[src/rtl/time_date_setter.sv]
// Push-button time/date setter: debounced buttons, six-field edit FSM, shadow registers, commit strobe.
// Define EDIT_TIMEOUT_EN to build the inactivity timer that abandons an edit after TIMEOUT_CYCLES.

module time_date_setter_debounce #(
    parameter int unsigned CYCLES = 1000000
) (
    input  logic clk,
    input  logic reset,
    input  logic btn_n,
    output logic press
);
    localparam int unsigned CW = (CYCLES > 1) ? $clog2(CYCLES) : 1;
    localparam logic [CW-1:0] RELOAD = CW'(CYCLES - 1);

    logic sync1_q, sync1_d, sync2_q, sync2_d;
    logic level_q, level_d, level_dly_q, level_dly_d, press_q, press_d;
    logic [CW-1:0] cnt_q, cnt_d;

    always_comb begin
        sync1_d     = btn_n;
        sync2_d     = sync1_q;
        level_d     = level_q;
        cnt_d       = cnt_q;
        // Down-counter only runs while the synchronized sample disagrees with the accepted level
        if (sync2_q == level_q) begin
            cnt_d = RELOAD;
        end else if (cnt_q == '0) begin
            level_d = sync2_q;
            cnt_d   = RELOAD;
        end else begin
            cnt_d = cnt_q - 1'b1;
        end
        level_dly_d = level_q;
        press_d     = level_dly_q & ~level_q;
    end

    always_ff @(posedge clk or negedge reset) begin
        if (!reset) begin
            sync1_q     <= 1'b1;
            sync2_q     <= 1'b1;
            level_q     <= 1'b1;
            level_dly_q <= 1'b1;
            press_q     <= 1'b0;
            cnt_q       <= RELOAD;
        end else begin
            sync1_q     <= sync1_d;
            sync2_q     <= sync2_d;
            level_q     <= level_d;
            level_dly_q <= level_dly_d;
            press_q     <= press_d;
            cnt_q       <= cnt_d;
        end
    end

    assign press = press_q;
endmodule

module time_date_setter #(
    parameter int unsigned DEBOUNCE_CYCLES   = 1000000,
    parameter int unsigned BLINK_HALF_CYCLES = 12500000,
    parameter int unsigned TIMEOUT_CYCLES    = 500000000
) (
    input  logic       clk,
    input  logic       reset,
    input  logic       btn_mode,
    input  logic       btn_inc,
    input  logic [5:0] cur_second,
    input  logic [5:0] cur_minute,
    input  logic [4:0] cur_hour,
    input  logic [4:0] cur_day,
    input  logic [3:0] cur_month,
    input  logic [6:0] cur_year,
    output logic [5:0] set_second,
    output logic [5:0] set_minute,
    output logic [4:0] set_hour,
    output logic [4:0] set_day,
    output logic [3:0] set_month,
    output logic [6:0] set_year,
    output logic       load,
    output logic       editing,
    output logic [2:0] field_sel,
    output logic       blink
);
    // state      | meaning
    // IDLE       | not editing, counters run freely
    // EDIT_HOUR  | inc bumps shadow hour
    // EDIT_MIN   | inc bumps shadow minute
    // EDIT_SEC   | inc bumps shadow second
    // EDIT_YEAR  | inc bumps shadow year
    // EDIT_MONTH | inc bumps shadow month
    // EDIT_DAY   | inc bumps shadow day (wraps at month length)
    // COMMIT     | one-cycle load strobe, then IDLE
    localparam logic [2:0] IDLE       = 3'd0;
    localparam logic [2:0] EDIT_HOUR  = 3'd1;
    localparam logic [2:0] EDIT_MIN   = 3'd2;
    localparam logic [2:0] EDIT_SEC   = 3'd3;
    localparam logic [2:0] EDIT_YEAR  = 3'd4;
    localparam logic [2:0] EDIT_MONTH = 3'd5;
    localparam logic [2:0] EDIT_DAY   = 3'd6;
    localparam logic [2:0] COMMIT     = 3'd7;

    localparam int unsigned BW = (BLINK_HALF_CYCLES > 1) ? $clog2(BLINK_HALF_CYCLES) : 1;
    localparam logic [BW-1:0] BLINK_RELOAD = BW'(BLINK_HALF_CYCLES - 1);

    logic mode_press, inc_press, is_edit, timeout_hit;
    logic [2:0] state_q, state_d;
    logic [4:0] hour_q, hour_d, day_q, day_d, maxday;
    logic [5:0] min_q, min_d, sec_q, sec_d;
    logic [6:0] year_q, year_d;
    logic [3:0] month_q, month_d;
    logic blink_q, blink_d;
    logic [BW-1:0] blink_cnt_q, blink_cnt_d;

    time_date_setter_debounce #(.CYCLES(DEBOUNCE_CYCLES)) u_db_mode (
        .clk(clk), .reset(reset), .btn_n(btn_mode), .press(mode_press));
    time_date_setter_debounce #(.CYCLES(DEBOUNCE_CYCLES)) u_db_inc (
        .clk(clk), .reset(reset), .btn_n(btn_inc), .press(inc_press));

    assign is_edit = (state_q != IDLE) && (state_q != COMMIT);

    always_comb begin
        case (month_q)
            4'd4, 4'd6, 4'd9, 4'd11: maxday = 5'd30;
            4'd2:                    maxday = (year_q[1:0] == 2'b00) ? 5'd29 : 5'd28;
            default:                 maxday = 5'd31;
        endcase
    end

`ifdef EDIT_TIMEOUT_EN
    localparam int unsigned TW = (TIMEOUT_CYCLES > 1) ? $clog2(TIMEOUT_CYCLES) : 1;
    localparam logic [TW-1:0] TO_RELOAD = TW'(TIMEOUT_CYCLES - 1);
    logic [TW-1:0] to_cnt_q, to_cnt_d;

    always_comb begin
        to_cnt_d = to_cnt_q;
        if (!is_edit || mode_press || inc_press) begin
            to_cnt_d = TO_RELOAD;
        end else if (to_cnt_q != '0) begin
            to_cnt_d = to_cnt_q - 1'b1;
        end
    end

    assign timeout_hit = is_edit && (to_cnt_q == '0) && !mode_press && !inc_press;

    always_ff @(posedge clk or negedge reset) begin
        if (!reset) to_cnt_q <= TO_RELOAD;
        else        to_cnt_q <= to_cnt_d;
    end
`else
    assign timeout_hit = 1'b0;
`endif

    always_comb begin
        state_d = state_q;
        hour_d  = hour_q;
        min_d   = min_q;
        sec_d   = sec_q;
        year_d  = year_q;
        month_d = month_q;
        day_d   = day_q;
        if (state_q == COMMIT) begin
            state_d = IDLE;
        end else if (mode_press) begin
            case (state_q)
                IDLE: begin
                    hour_d  = cur_hour;
                    min_d   = cur_minute;
                    sec_d   = cur_second;
                    year_d  = cur_year;
                    month_d = cur_month;
                    day_d   = cur_day;
                    state_d = EDIT_HOUR;
                end
                EDIT_HOUR:  state_d = EDIT_MIN;
                EDIT_MIN:   state_d = EDIT_SEC;
                EDIT_SEC:   state_d = EDIT_YEAR;
                EDIT_YEAR:  state_d = EDIT_MONTH;
                EDIT_MONTH: begin
                    // Month/year are final here, so an impossible day is fixed up on entry
                    state_d = EDIT_DAY;
                    if (day_q > maxday) day_d = maxday;
                end
                EDIT_DAY:   state_d = COMMIT;
                default:    state_d = state_q;
            endcase
        end else if (inc_press) begin
            case (state_q)
                EDIT_HOUR:  hour_d  = (hour_q  >= 5'd23) ? 5'd0 : hour_q + 5'd1;
                EDIT_MIN:   min_d   = (min_q   >= 6'd59) ? 6'd0 : min_q + 6'd1;
                EDIT_SEC:   sec_d   = (sec_q   >= 6'd59) ? 6'd0 : sec_q + 6'd1;
                EDIT_YEAR:  year_d  = (year_q  >= 7'd99) ? 7'd0 : year_q + 7'd1;
                EDIT_MONTH: month_d = (month_q >= 4'd12) ? 4'd1 : month_q + 4'd1;
                EDIT_DAY:   day_d   = (day_q >= maxday)  ? 5'd1 : day_q + 5'd1;
                default:    ;
            endcase
        end else if (timeout_hit) begin
            state_d = IDLE;
        end
    end

    always_comb begin
        blink_d     = blink_q;
        blink_cnt_d = blink_cnt_q;
        if (!is_edit || (state_d != state_q) || inc_press) begin
            blink_d     = 1'b0;
            blink_cnt_d = BLINK_RELOAD;
        end else if (blink_cnt_q == '0) begin
            blink_d     = ~blink_q;
            blink_cnt_d = BLINK_RELOAD;
        end else begin
            blink_cnt_d = blink_cnt_q - 1'b1;
        end
    end

    always_ff @(posedge clk or negedge reset) begin
        if (!reset) begin
            state_q     <= IDLE;
            hour_q      <= 5'd0;
            min_q       <= 6'd0;
            sec_q       <= 6'd0;
            year_q      <= 7'd0;
            month_q     <= 4'd1;
            day_q       <= 5'd1;
            blink_q     <= 1'b0;
            blink_cnt_q <= BLINK_RELOAD;
        end else begin
            state_q     <= state_d;
            hour_q      <= hour_d;
            min_q       <= min_d;
            sec_q       <= sec_d;
            year_q      <= year_d;
            month_q     <= month_d;
            day_q       <= day_d;
            blink_q     <= blink_d;
            blink_cnt_q <= blink_cnt_d;
        end
    end

    assign set_hour   = hour_q;
    assign set_minute = min_q;
    assign set_second = sec_q;
    assign set_year   = year_q;
    assign set_month  = month_q;
    assign set_day    = day_q;
    assign load       = (state_q == COMMIT);
    assign editing    = is_edit;
    assign field_sel  = is_edit ? state_q : 3'd0;
    assign blink      = blink_q;
endmodule

[config.mk]
export PLATFORM = sky130hd
export DESIGN_NAME = time_date_setter
export DESIGN_NICKNAME = d
export VERILOG_FILES = /design/src/rtl/time_date_setter.sv
export SDC_FILE = /design/constraint.sdc
export NUM_CORES = 1
export LEC_CHECK = 0
export ABC_AREA = 1
export BUFFER_PORTS_ARGS = -buffer_cell sky130_fd_sc_hd__buf_2
export CORE_ASPECT_RATIO = 1.2
export CORE_MARGIN = 2
export CORE_UTILIZATION = 38
export CTS_CLUSTER_DIAMETER = 60
export CTS_CLUSTER_SIZE = 10
export DETAILED_ROUTE_END_ITERATION = 8
export PLACE_DENSITY_LB_ADDON = 0.3
export SETUP_SLACK_MARGIN = 0.02
export SYNTH_ARGS = -nofsm -noshare
export SYNTH_HDL_FRONTEND = slang
export SYNTH_HIERARCHICAL = 1
export SYNTH_SLANG_ARGS = --single-unit
[constraint.sdc]
create_clock -name clk -period 2 [get_ports clk]
set_input_delay 0.1 -clock clk [delete_from_list [all_inputs] [get_ports clk]]
set_output_delay 0.1 -clock clk [all_outputs]
set_load 0.01 [all_outputs]
# After elaboration in Yosys (flattened, before gate mapping)
# Index checks and enable logic that the tools add are counted.
[word_totals]
word_cells = 136
output_inout_bits = 39
regBits = 111
input_bits = 37
[op_classes]
n_eq_ne = 19
n_bitwise = 8
muxes = 45
n_addsub = 9
reduce_logical = 27
order_cmp = 7
[op_table]
columns = ["cell", "count"]
rows = [
  ["$mux W20", 4],
  ["$mux W6", 10],
  ["$mux W5", 10],
  ["$mux W24", 2],
  ["$logic_not A20 Y1", 2],
  ["$sub A20 B1 Y20 const B", 2],
  ["$mux W7", 5],
  ["$logic_not A24 Y1", 1],
  ["$sub A24 B1 Y24 const B", 1],
  ["$pmux W3 S7", 1],
  ["$mux W4", 5],
  ["$reduce_and A4 Y1", 5],
  ["$reduce_bool A2 Y1", 8],
  ["$add A6 B1 Y6 const B", 2],
  ["$eq A3 B3 Y1 const B", 4],
  ["$ge A6 B6 Y1 const B", 2],
  ["$add A5 B1 Y5 const B", 2],
  ["$pmux W5 S2", 1],
  ["$mux W3", 3],
  ["$ne A3 B3 Y1 const B", 3],
  ["$eq A4 B3 Y1 const B", 2],
  ["$eq A4 B4 Y1 const B", 2],
  ["$add A7 B1 Y7 const B", 1],
  ["$ge A7 B7 Y1 const B", 1],
  ["other kinds (24)", 36],
]

# Depth between registers and ports, before layout
[logic_depth]
ltp_word = 8
mapped_depth = 17
ltp_nobuf = 17

# Hierarchy
# The synthesis kept the hierarchy.
[modules_own_cells]
columns = ["module", "seq_area_each_um2", "n_inst", "cells_each", "area_each_um2"]
rows = [
  ["time_date_setter", 1549.0, 1, 598, 4031.4],
  ["time_date_setter_debounce", 645.6, 2, 170, 1376.3],
]

# Least setup slack after synthesis
# Ideal clock, no wire load.
[synth_timing]
kind = "register to register"
start = "register month_q[0] (netlist: set_month[0])"
end = "register day_q[2] (netlist: set_day[2])"
synth_period_minus_slack_ns = 2.225
n_path_buf = 0
t_arrival_ns = 2.107
stages_incl_launch_ff = 18
required_ns = 1.883
setup_ns = 0.117
slack_ns = -0.225
cell_sequence = "dfstp_2 inv_1 ha_1 o21ai_0 nand2_1 nand2_1 and2_1 ha_1 nand2_1 inv_1 nor2_1 nand2_1 nand2_1 inv_1 nor2_4 inv_1 nand2_1 nand2_1"
[synth_via]
elab_chain_len = 8
elab_cells_between_ends = 15
cone_classes = "2 x order compare; 6 x eq/ne; 5 x mux; 2 x reduce/logical"
[synth_lines]
columns = ["item", "line_no", "text"]
rows = [
  ["start: declaration", "110", "logic [3:0] month_q, month_d;"],
  ["start signal: assignment", "232", "month_q <= month_d;"],
  ["$eq A4 B3 Y1 or $eq A4 B4 Y1 (tied branches)", "122", "case (month_q)"],
  ["$reduce_or A4 Y1", "122", ""],
  ["$pmux W2 S2 *", "122", ""],
  ["$ge A5 B5 Y1", "193", "EDIT_DAY: day_d = (day_q >= maxday) ? 5'd1 : day_q + 5'd1;"],
  ["$mux W5", "193", ""],
  ["$mux W5", "187", "case (state_q)"],
  ["$mux W5", "186", "end else if (inc_press) begin"],
  ["$mux W5", "163", "end else if (mode_press) begin"],
  ["end signal: assignment", "233", "day_q <= day_d;"],
  ["end: declaration", "107", "logic [4:0] hour_q, hour_d, day_q, day_d, maxday;"],
]
# Every way passes the cells marked *; elsewhere a longest branch is shown, timed or not. The select of a mux whose other input is x is not followed.
# A chain may end at the register's enable or synchronous reset.

# Worst setup path after layout
# Ends and elaborated chain as after synthesis.

==> flow_summary.json <==
{
  "grt_max_degree": 112,
  "critPathSlowestCell": "dfstp_2",
  "cts_buffers": 9,
  "final_cell_mix": "281 x nand2_1, 166 x nor2_1, 93 x inv_1",
  "grt-ovfl-total": 0,
  "final_cell_area_sq_um": 7933,
  "ctsHtreeMaxLevel": 3,
  "syn_area_per_cell_sq_um": 7.232,
  "slew_violations": 0,
  "die_area_sq_um": 18940,
  "clk_latency_ns": 0.36,
  "drt_iter0_drc": 227,
  "relSlewSlack_pct": 60.63,
  "vias_per_cell": 4.786,
  "ys_seq_area_share_pct": 41.87,
  "status": "finished with violations",
  "hpwl_mm": 11.22,
  "path_common_cell": "nand2_1",
  "ff2ff_path_depth": 17,
  "dpl-instance-area_sq_um": 7528,
  "multiInputGateArea_sq_um": 3512,
  "synth_nets": 993,
  "routedWlPerCell_um": 12.19,
  "leakage_nw": 3.944,
  "drc": 0,
  "seq_area_sq_um": 2840,
  "tightestPinTransition_ns": 0.5905,
  "netlist_area_sq_um": 6784,
  "layout-drive-gt1-share_pct": 22.12,
  "fmax_ghz": 0.4511,
  "start_kind": "register",
  "fp.coreArea_sq_um": 17510,
  "netlist_instances": 938,
  "nets": 1090,
  "synth_cell_type_count": 38,
  "setup_viol": 5,
  "via_count": 6030,
  "ant_nets": 0,
  "fin_util_pct": 45.31,
  "initial_core_util_pct": 38.75,
  "irDropWorstVdd_mv": 0.3790,
  "gp_congestion": 0.8541,
  "fin_cells": 1260,
  "cts_max_path_buffers": 2,
  "dieHeight_um": 150.4,
  "clock-sinks": 111,
  "rows": 53,
  "hp-class": "in2reg",
  "hold_viol": 0,
  "antennaDiodeCount": 0,
  "io-pin-count": 76,
  "yosys_warnings": 6,
  "total_power_mw": 4.389,
  "track_usage_pct": 17.24,
  "clkTransAtPathRegs_ns": 0.08,
  "violations": "negative setup slack",
  "ys_ff_latch": 111,
  "post-route-min-period_ns": 2.217,
  "cp_data_arrival_time_ns": 2.47,
  "fin_skew_ns": 0.007024,
  "die_x_um": 126.0,
  "firstDrtPassIters": 4,
  "dp_cells": 1237,
  "end_kind": "register",
  "cts_tree": "done",
  "drv_cap": 0,
  "final_common_cell": "nand2_1",
  "fill_cells": 1769,
  "period_share_pct": 110.8,
  "slowest_delay_ns": 0.57,
  "antenna_found_initial": 0,
  "portBuffers": 75,
  "grt_setup_unrepaired": "yes",
  "fin_ws_ns": -0.2170,
  "power.density_nw_per_um2": 553.3,
  "area_delta_synth_final_pct": 16.93,
  "grt_pass1_wl_mm": 26.62,
  "path_cells": "inv_2 -> ha_4 -> o21ai_1 -> nand2_1 -> nand2_1 -> and2_1 -> ha_1 -> nand2_1 -> inv_1 -> nor2_1 -> nand2_1 -> nand2_2 -> inv_2 -> nor2_4 -> inv_2 -> nand2_1 -> nand2_1",
  "setup_tns_ns": -0.9616,
  "grt_pass1_vias": 5777,
  "cp_max_fo": 6,
  "required_ns": 2.25,
  "criticalPathCategory": "reg2reg",
  "holdPathStages": 3,
  "whs_ns": 0.02096,
  "clock-root-buffer": "clkbuf_16",
  "preCtsSetupSlack_ns": -0.1723,
  "drt-total-wl_mm": 15.36
}
==> routing by layer <==
metal  wire length, um  part of all wire, %  GRT usage (%)
met5                 0                    0              0
met4               328                  2.1          7.033
met3               489                  3.2          2.807
met2              7566                   49          30.46
met1              6970                   45          20.94
==> synthesized netlist by cell type, drive strengths merged <==
cell type,number,area share [%]
nand2,301,18
nor2,176,11
inv,106,5.9
nand3,79,6.7
dfrtp,61,23
dfstp,50,19
o21ai,44,3.4
a21oi,20,1.5
ha,18,3.3
nand4,15,1.4
xor2,12,1.5
buf,11,1.1
or2,10,0.92
xnor2,9,1.2
o21bai,7,0.77
nand3b,6,0.66
a21boi,3,0.50
nor3,3,0.22
nor3b,2,0.22
o211ai,2,0.30
a21o,1,0.11
and2,1,0.092
o21a,1,0.11
==> worst max-delay path, delay by kind of cell, from the launching register on <==
kind	cells	cell delay [ns]
AO/OA/AOI/OAI	1	0.11
adder cells (fa/ha/maj)	2	0.37
buffers and inverters	4	0.23
flip-flops	1	0.57
AND/OR/NAND/NOR	10	0.81
==> power by group <==
group	switching, mW	internal [mW]
clock	0.900	1.07
combinational	0.0924	0.0493
sequential	0.00913	2.27
==> state kept, by name, indices dropped and copies added (netlist names), 4 cells and up <==
register	cells
blink_cnt_q	24
set_day	5
set_hour	5
set_minute	6
set_month	4
set_second	6
set_year	7
u_db_inc/cnt_q	20
u_db_mode/cnt_q	20
==> cells by family after synthesis <==
group / after synthesis / synth area share, %
xor gates and xnor gates: 21 / 2.711
buffers and inverters: 117 / 7.008
and+or+nand+nor: 593 / 38.42
AOI/OAI and AO/OA: 78 / 6.677
adders and majority gates: 18 / 3.320
DFF: 111 / 41.87
==> timing repair <==
action / in CTS / in global routing
buffers inserted: 1 / 2
resized for setup: 1 / 4
gates cloned: 0 / 0
setup endpoints to repair: 5 / 5
hold buffers: 4 / 0
hold endpoints to repair: 64 / 0
pin swaps: 1 / 6
==> final timing paths <==
kind,start,endpoint,slack [ns]
max reg2reg,set_month[0]$_DFFE_PN1P_,set_day[2]$_DFFE_PN0P_,-0.22
max in group asynchronous,reset,state_q[1]$_DFF_PN0_,1.21
min in group asynchronous,reset,u_db_mode/cnt_q[11]$_DFF_PN0_,0.35
min reg2reg,u_db_inc/sync1_q$_DFF_PN1_,u_db_inc/sync2_q$_DFF_PN1_,0.36
min,cur_minute[3],set_minute[3]$_DFFE_PN0P_,0.02
max,set_month[0]$_DFFE_PN1P_,set_day[2]$_DFFE_PN0P_,-0.22
==> final cells by class <==
| cell class | instances | share of cell area, % |
|---|---|---|
| Multi-Input combinational cell | 710 | 44.27 |
| Sequential cell | 111 | 35.80 |
| Timing Repair Buffer | 97 | 7.287 |
| Inverter | 106 | 5.079 |
| Tap cell | 220 | 3.470 |
| Clock buffer | 10 | 3.155 |
| Clock inverter | 6 | 0.9306 |
Power figures use the tool's default switching activity.
